<file path="src/rtl/ann_argmax_stream.sv">
// Streaming argmax over a frame of NUM_CLASSES scores with valid/ready on both sides.
// Define ARGMAX_MARGIN_EN to add runner-up tracking and the out_margin port.
module ann_argmax_stream #(
  parameter int NUM_CLASSES = 10,
  parameter int SCORE_W     = 16,
  parameter int SIGNED      = 0,
  localparam int IDX_W      = $clog2(NUM_CLASSES)
) (
  input  logic               clk,
  input  logic               rst_n,
  input  logic               in_valid,
  output logic               in_ready,
  input  logic [SCORE_W-1:0] in_score,
  output logic               out_valid,
  input  logic               out_ready,
  output logic [IDX_W-1:0]   out_index,
  output logic [SCORE_W-1:0] out_score
`ifdef ARGMAX_MARGIN_EN
  ,
  output logic [SCORE_W-1:0] out_margin
`endif
);

  typedef enum logic {
    ACCUM = 1'b0,
    DONE  = 1'b1
  } state_t;

  localparam logic [IDX_W-1:0] LAST_IDX = IDX_W'(NUM_CLASSES - 1);

  // Strict greater-than at SCORE_W, two's complement when SIGNED is set.
  function automatic logic greater(input logic [SCORE_W-1:0] a, input logic [SCORE_W-1:0] b);
    logic res;
    if (SIGNED != 0) begin
      res = ($signed(a) > $signed(b));
    end else begin
      res = (a > b);
    end
    return res;
  endfunction

  state_t               state_r;
  logic [IDX_W-1:0]     beat_cnt_r;
  logic [IDX_W-1:0]     best_idx_r;
  logic [SCORE_W-1:0]   best_r;
  logic [IDX_W-1:0]     out_index_r;
  logic [SCORE_W-1:0]   out_score_r;

  logic                 beat_s;
  logic                 first_s;
  logic                 last_s;
  logic                 new_best_s;
  logic [SCORE_W-1:0]   best_nxt_s;
  logic [IDX_W-1:0]     idx_nxt_s;

  assign in_ready  = (state_r == ACCUM);
  assign out_valid = (state_r == DONE);
  assign out_index = out_index_r;
  assign out_score = out_score_r;

  // Running-max update for the beat currently on the input.
  always_comb begin
    beat_s     = in_valid && in_ready;
    first_s    = (beat_cnt_r == '0);
    last_s     = (beat_cnt_r == LAST_IDX);
    new_best_s = first_s || greater(in_score, best_r);
    if (new_best_s) begin
      best_nxt_s = in_score;
      idx_nxt_s  = beat_cnt_r;
    end else begin
      best_nxt_s = best_r;
      idx_nxt_s  = best_idx_r;
    end
  end

`ifdef ARGMAX_MARGIN_EN
  localparam logic [SCORE_W-1:0] SCORE_MIN =
    (SIGNED != 0) ? {1'b1, {(SCORE_W-1){1'b0}}} : {SCORE_W{1'b0}};

  logic [SCORE_W-1:0] second_r;
  logic [SCORE_W-1:0] second_nxt_s;
  logic [SCORE_W-1:0] out_margin_r;

  assign out_margin = out_margin_r;

  // Runner-up follows the old best on a takeover, otherwise any score beating it.
  always_comb begin
    if (first_s) begin
      second_nxt_s = SCORE_MIN;
    end else if (greater(in_score, best_r)) begin
      second_nxt_s = best_r;
    end else if (greater(in_score, second_r)) begin
      second_nxt_s = in_score;
    end else begin
      second_nxt_s = second_r;
    end
  end

  // Runner-up and margin registers.
  always_ff @(posedge clk or negedge rst_n) begin
    if (!rst_n) begin
      second_r     <= '0;
      out_margin_r <= '0;
    end else if (beat_s) begin
      second_r <= second_nxt_s;
      if (last_s) begin
        out_margin_r <= best_nxt_s - second_nxt_s;
      end
    end
  end
`endif

  // Frame FSM: accumulate beats, then hold the result until the consumer takes it.
  always_ff @(posedge clk or negedge rst_n) begin
    if (!rst_n) begin
      state_r     <= ACCUM;
      beat_cnt_r  <= '0;
      best_idx_r  <= '0;
      best_r      <= '0;
      out_index_r <= '0;
      out_score_r <= '0;
    end else begin
      case (state_r)
        ACCUM: begin
          if (beat_s) begin
            best_r     <= best_nxt_s;
            best_idx_r <= idx_nxt_s;
            if (last_s) begin
              beat_cnt_r  <= '0;
              out_index_r <= idx_nxt_s;
              out_score_r <= best_nxt_s;
              state_r     <= DONE;
            end else begin
              beat_cnt_r <= beat_cnt_r + IDX_W'(1);
            end
          end
        end
        DONE: begin
          if (out_ready) begin
            state_r <= ACCUM;
          end
        end
        default: begin
          state_r    <= ACCUM;
          beat_cnt_r <= '0;
        end
      endcase
    end
  end

endmodule

</file>
<file path="config.mk">
export PLATFORM = sky130hd
export DESIGN_NAME = ann_argmax_stream
export DESIGN_NICKNAME = d
export VERILOG_FILES = /design/src/rtl/ann_argmax_stream.sv
export SDC_FILE = /design/constraint.sdc
export NUM_CORES = 1
export LEC_CHECK = 0
export BUFFER_PORTS_ARGS = -buffer_cell sky130_fd_sc_hd__buf_2
export CAP_MARGIN = 40
export CORE_MARGIN = 1.5
export CORE_UTILIZATION = 35
export DETAILED_ROUTE_END_ITERATION = 7
export RECOVER_POWER = 50
export SETUP_SLACK_MARGIN = 0.15
export SYNTH_ARGS = -nofsm -noshare
export SYNTH_HDL_FRONTEND = slang
export SYNTH_SLANG_ARGS = --single-unit
</file>
<file path="constraint.sdc">
create_clock -name clk -period 4.3 [get_ports clk]
set_input_delay 0.43 -clock clk [delete_from_list [all_inputs] [get_ports clk]]
set_output_delay 0.43 -clock clk [all_outputs]
set_load 0.01 [all_outputs]
</file>
# Word-level counts from Yosys, hierarchy flattened
# Cells that the tools add are included.
# totals
latch_bits	0
mem_count	0
mem_bits_ro	0
regBits	45
ram_bits	0
# op_classes
mux	7
reduce_logical	5
magnitude_cmp	1
div	0
bitwise_logic	1
n_addsub	1
n_eq_ne	1
n_mul	0
shifts	0
# ops
operator	n
16-bit greater-than comparator	1
16-bit 2-to-1 mux	1
4-bit 2-to-1 mux	2
4-bit by 1-bit adder with 4-bit output (second input constant)	1
4-bit == test (second input constant)	1
4-bit zero test	1
1-bit 2-to-1 mux	3
3-bit AND reduction	1
1-bit case mux with 2 select lines	1
2-bit AND reduction	1
1-bit logical AND	1
1-bit logical OR	1
1-bit NOT	1

# Longest topological paths before layout
# depth
word_depth	4
ltp_mapped	10

# Worst setup path before layout
# OpenSTA, ideal clock, no wires.
# synth_timing
kind	in2reg
start	in in_score[1]
end	reg best_r[0]
cell_stages	9
setup_slack_ns	2.012
required_ns	4.175
n_path_buf	2
setup_ns	0.125
t_arrival_ns	2.163
cell_sequence	ha_1 nor2b_1 o21ai_0 a21boi_2 o31a_2 buf_6 o21ai_2 buf_6 mux2_4
# synth_via
elab_chain_len	3
# synth_lines
element	line	rtl
start: declaration	13	input logic [SCORE_W-1:0] in_score,
16-bit greater-than comparator	37	res = (a > b);
1-bit logical OR	66	new_best_s = first_s || greater(in_score, best_r);
16-bit 2-to-1 mux	67	if (new_best_s) begin
end signal: assignment	126	best_r <= best_nxt_s;
end: declaration	45	logic [SCORE_W-1:0] best_r;
# No other way between the ends.
# A chain may end at the register's enable or synchronous reset.

# Worst setup path after layout
# layout_timing
start	reg best_r[15]
end	reg out_score_r[0] (netlist: out_score[0])
# layout_via
elab_chain_len	3
# layout_lines
element	line	rtl
16-bit greater-than comparator	37	
1-bit logical OR	66	
16-bit 2-to-1 mux	67	
end signal: assignment	131	out_score_r <= best_nxt_s;
end: declaration	47	logic [SCORE_W-1:0] out_score_r;
# No other way between the ends.

==> flow_metrics.py <==
metrics = {
    "worst_hold_path": {
        "hp-class": "primary input to flop",
        "holdPathStages": 2,
    },
    "cts": {
        "numCtsBuffers": 5,
        "postCtsHoldBufs": 0,
        "cts_tree": "done",
        "htree_levels": 2,
        "clk_latency_ns": 0.29,
        "ctsResizeCount": 0,
        "path_clk_slew_ns": 0.08,
        "cts-root-buf": "clkbuf_8",
        "postCtsSetupBuffers": 0,
        "cts.path.max_buffers": 2,
        "clock_sinks": 45,
    },
    "synthesis": {
        "synth.most_common_cell": "dfrtp_1",
        "yosys-top-cells-area": "dfrtp_1 (47%), mux2_4 (10%), ha_1 (8.4%)",
        "async_flop_share": 1.000,
        "synth_top_area_cell": "dfrtp_1",
        "synthesis.area_um2": 2381,
        "synth_cell_type_count": 34,
        "synth_common_cells": "dfrtp_1 (45), nand2_1 (26), inv_1 (17)",
        "yosysSeqAreaShare": 0.4729,
        "synth_top_area_frac": 0.4729,
        "ys_warn_count": 0,
        "synth_edf_count": 0,
        "syn-num-nets": 249,
        "postSynthAreaPerCell_um2": 11.18,
        "netlist_instances": 213,
        "ys_ff_latch": 45,
        "synth-main-ff-cell": "dfrtp_1",
    },
    "status": {
        "status": "finished, violations left",
        "violations": "design-rule violations",
    },
    "power_and_ir_drop": {
        "pwr-share-seq": 0.397,
        "p_comb_frac": 0.473,
        "p_sw_frac": 0.3822,
        "total_leakage_power_uw": 0.001360,
        "p_int_uw": 1203,
        "clkPwrFrac": 0.130,
        "finalPower_uw": 1947,
        "peakVddDrop_mv": 0.2489,
        "p_sw_uw": 744.2,
        "p_per_area_nw_per_um2": 721.2,
    },
    "critical_path": {
        "criticalPathCategory": "flop to flop",
        "reg2reg_depth": 9,
        "cp_data_required_time_ns": 4.46,
        "arrival_ns": 2.69,
        "critPathMaxStageDelay_ns": 0.38,
        "crit_path_end_kind": "flop",
        "reg2reg_to": "out_score[0]",
        "crit_fanout": 19,
        "regToRegStartpoint": "best_r[15]",
        "cp_slowest_cell": "dfrtp_1",
        "r2r_slack_ns": 1.76,
        "cp-startpoint": "best_r[15]",
        "critPathLaunchType": "flop",
        "cp-endpoint": "out_score[0]",
        "cp_cell_sequence": "inv_1 > ha_1 > nand4_2 > nor4_2 > a21boi_2 > o31a_2 > buf_4 > mux2i_1 > o21ai_0",
    },
    "floorplan": {
        "initial_core_util": 0.3687,
        "die_x_um": 85.48,
        "core_um2": 6459,
        "die_h_um": 85.48,
        "dieArea_um2": 7307,
        "rows": 29,
        "ios": 42,
    },
    "grt": {
        "antenna_found_initial": 0,
        "grt_pass1_wl_mm": 7.893,
        "grt_pass1_vias": 1715,
        "grt-ovfl-total": 0,
        "grt_max_degree": 27,
        "track_usage": 0.1359,
    },
    "drt": {
        "drtAntennaViolNets": 0,
        "vias": 1622,
        "drt_wl_total_mm": 4.431,
        "drt_pass1_iterations": 6,
        "initialDrtViolationCount": 111,
        "routedWlPerCell_um": 13.35,
        "via_per_inst": 4.886,
        "drc": 3,
    },
    "timing": {
        "setup_violations": 0,
        "post-route-period-util": 0.5901,
        "rsz0062_at_grt": "no",
        "hold_viol_final": 0,
        "worst_pin_slew_ns": 1.383,
        "relSlewSlack": 0.07778,
        "fmax_mhz": 394.1,
        "min_period_ns": 2.538,
        "finClkSkew_ns": 0.004207,
        "drv_slew": 0,
        "fin_setup_tns_ns": 0,
    },
    "run": {
        "cap_violations": 0,
    },
    "cells_and_area": {
        "drive_above_1_share": 0.2353,
        "final_area_um2": 2700,
        "area_growth_pct": 13.40,
        "utilization": 0.4181,
        "antenna_cells": 0,
        "nets": 290,
        "fill_cells": 651,
    },
    "placed_design": {
        "dp_hpwl_mm": 3.275,
        "numPortBuffers": 41,
        "place_area_um2": 2649,
        "routabilityCongestion": 0.7452,
    },
}
## state kept, by name (all words and copies together) (netlist names)
signal / cells
best_idx_r: 4
best_r: 16
out_index: 4
out_score: 16
beat_cnt_r: 4
out_valid: 1
## cell type report
cell class	count	area, µm²	area share
clock inverter	2	10.01	0.003707
sequential	45	1126	0.4171
clock buffer	6	72.57	0.02688
multi-input combinational	140	1115	0.4129
inverter	17	63.81	0.02363
tap	77	96.34	0.03568
timing repair buffer	45	216.5	0.08017
## routing by layer
metal  GRT usage  wire length, µm  vias up
met5           0                0        -
met4     0.03519               38        0
met3     0.03113              212        5
met2      0.2219             1973       34
met1      0.1824             2207      760
li1            -                -      823
## worst max-delay path: cells and delay by family (launching register included)
family | cells | cell delay, ns
adders and majority gates | 1 | 0.32
muxes | 1 | 0.26
and+or+nand+nor | 2 | 0.46
buffers and inverters | 2 | 0.39
DFF | 1 | 0.38
AOI/OAI and AO/OA | 3 | 0.57
## worst min-delay path by stage
stage / slack (ns) / from / to
2_1_floorplan: 0.13 / rst_n / beat_cnt_r[0]
3_3_place_gp: 0.46 / out_score[12] / out_score[12]
3_5_place_dp: 0.43 / rst_n / out_score[3]
4_1_cts: 0.10 / rst_n / best_r[7]
5_1_grt: 0.31 / out_ready / out_valid
6_report: 0.31 / out_ready / out_valid
## logic make-up (layout without fill, tap and decap cells)
family | after synthesis | count (layout) | share of synthesized area
fa+ha+maj | 16 | 16 | 0.08408
compound gates | 43 | 43 | 0.1098
xor+xnor | 2 | 2 | 0.007358
simple gates | 47 | 47 | 0.09879
flops | 45 | 45 | 0.4729
mux | 32 | 32 | 0.1682
buf+inv | 28 | 70 | 0.05885
## power groups by stage
stage	logic [µW]	clock network [µW]	registers (µW)
finish	921	254	773
global route	1050	284	809
CTS	950	267	775
detailed placement	946	0	783
global placement	931	0	777
floorplan	724	0	789
## cell usage in the layout, fill, tap and decap left out
cell type / n
buf_4: 3
nor4_2: 1
o31a_2: 1
nor2b_1: 4
a32o_1: 4
or3_1: 1
dfrtp_1: 45
o21a_1: 2
o21ai_2: 1
a21boi_2: 1
xnor2_1: 1
inv_1: 17
nand4_2: 1
buf_2: 29
a21oi_1: 8
and2_1: 1
o21ai_0: 13
nand2_1: 26
nand2b_1: 1
xor2_1: 1
clkbuf_8: 5
nor4_1: 1
clkbuf_1: 14
o221ai_1: 1
nand3_1: 3
mux2_4: 16
mux2i_1: 16
o21ai_1: 11
clkinv_2: 2
ha_1: 16
nor3b_1: 1
nand4_1: 2
nor3_1: 4
a21o_1: 1
or4_1: 1
## per-stage QoR
| step | setup WS (ns) | hold slack [ns] | std cells |
|---|---|---|---|
| floorplan | 2.012 | 0.1344 | 213 |
| global placement | 1.614 | 0.4598 | 323 |
| detailed placement | 1.585 | 0.4335 | 324 |
| CTS | 1.718 | 0.1033 | 332 |
| global route | 1.523 | 0.3147 | 332 |
| finish | 1.762 | 0.3132 | 332 |
No activity file was read; power rests on OpenSTA's default activity.
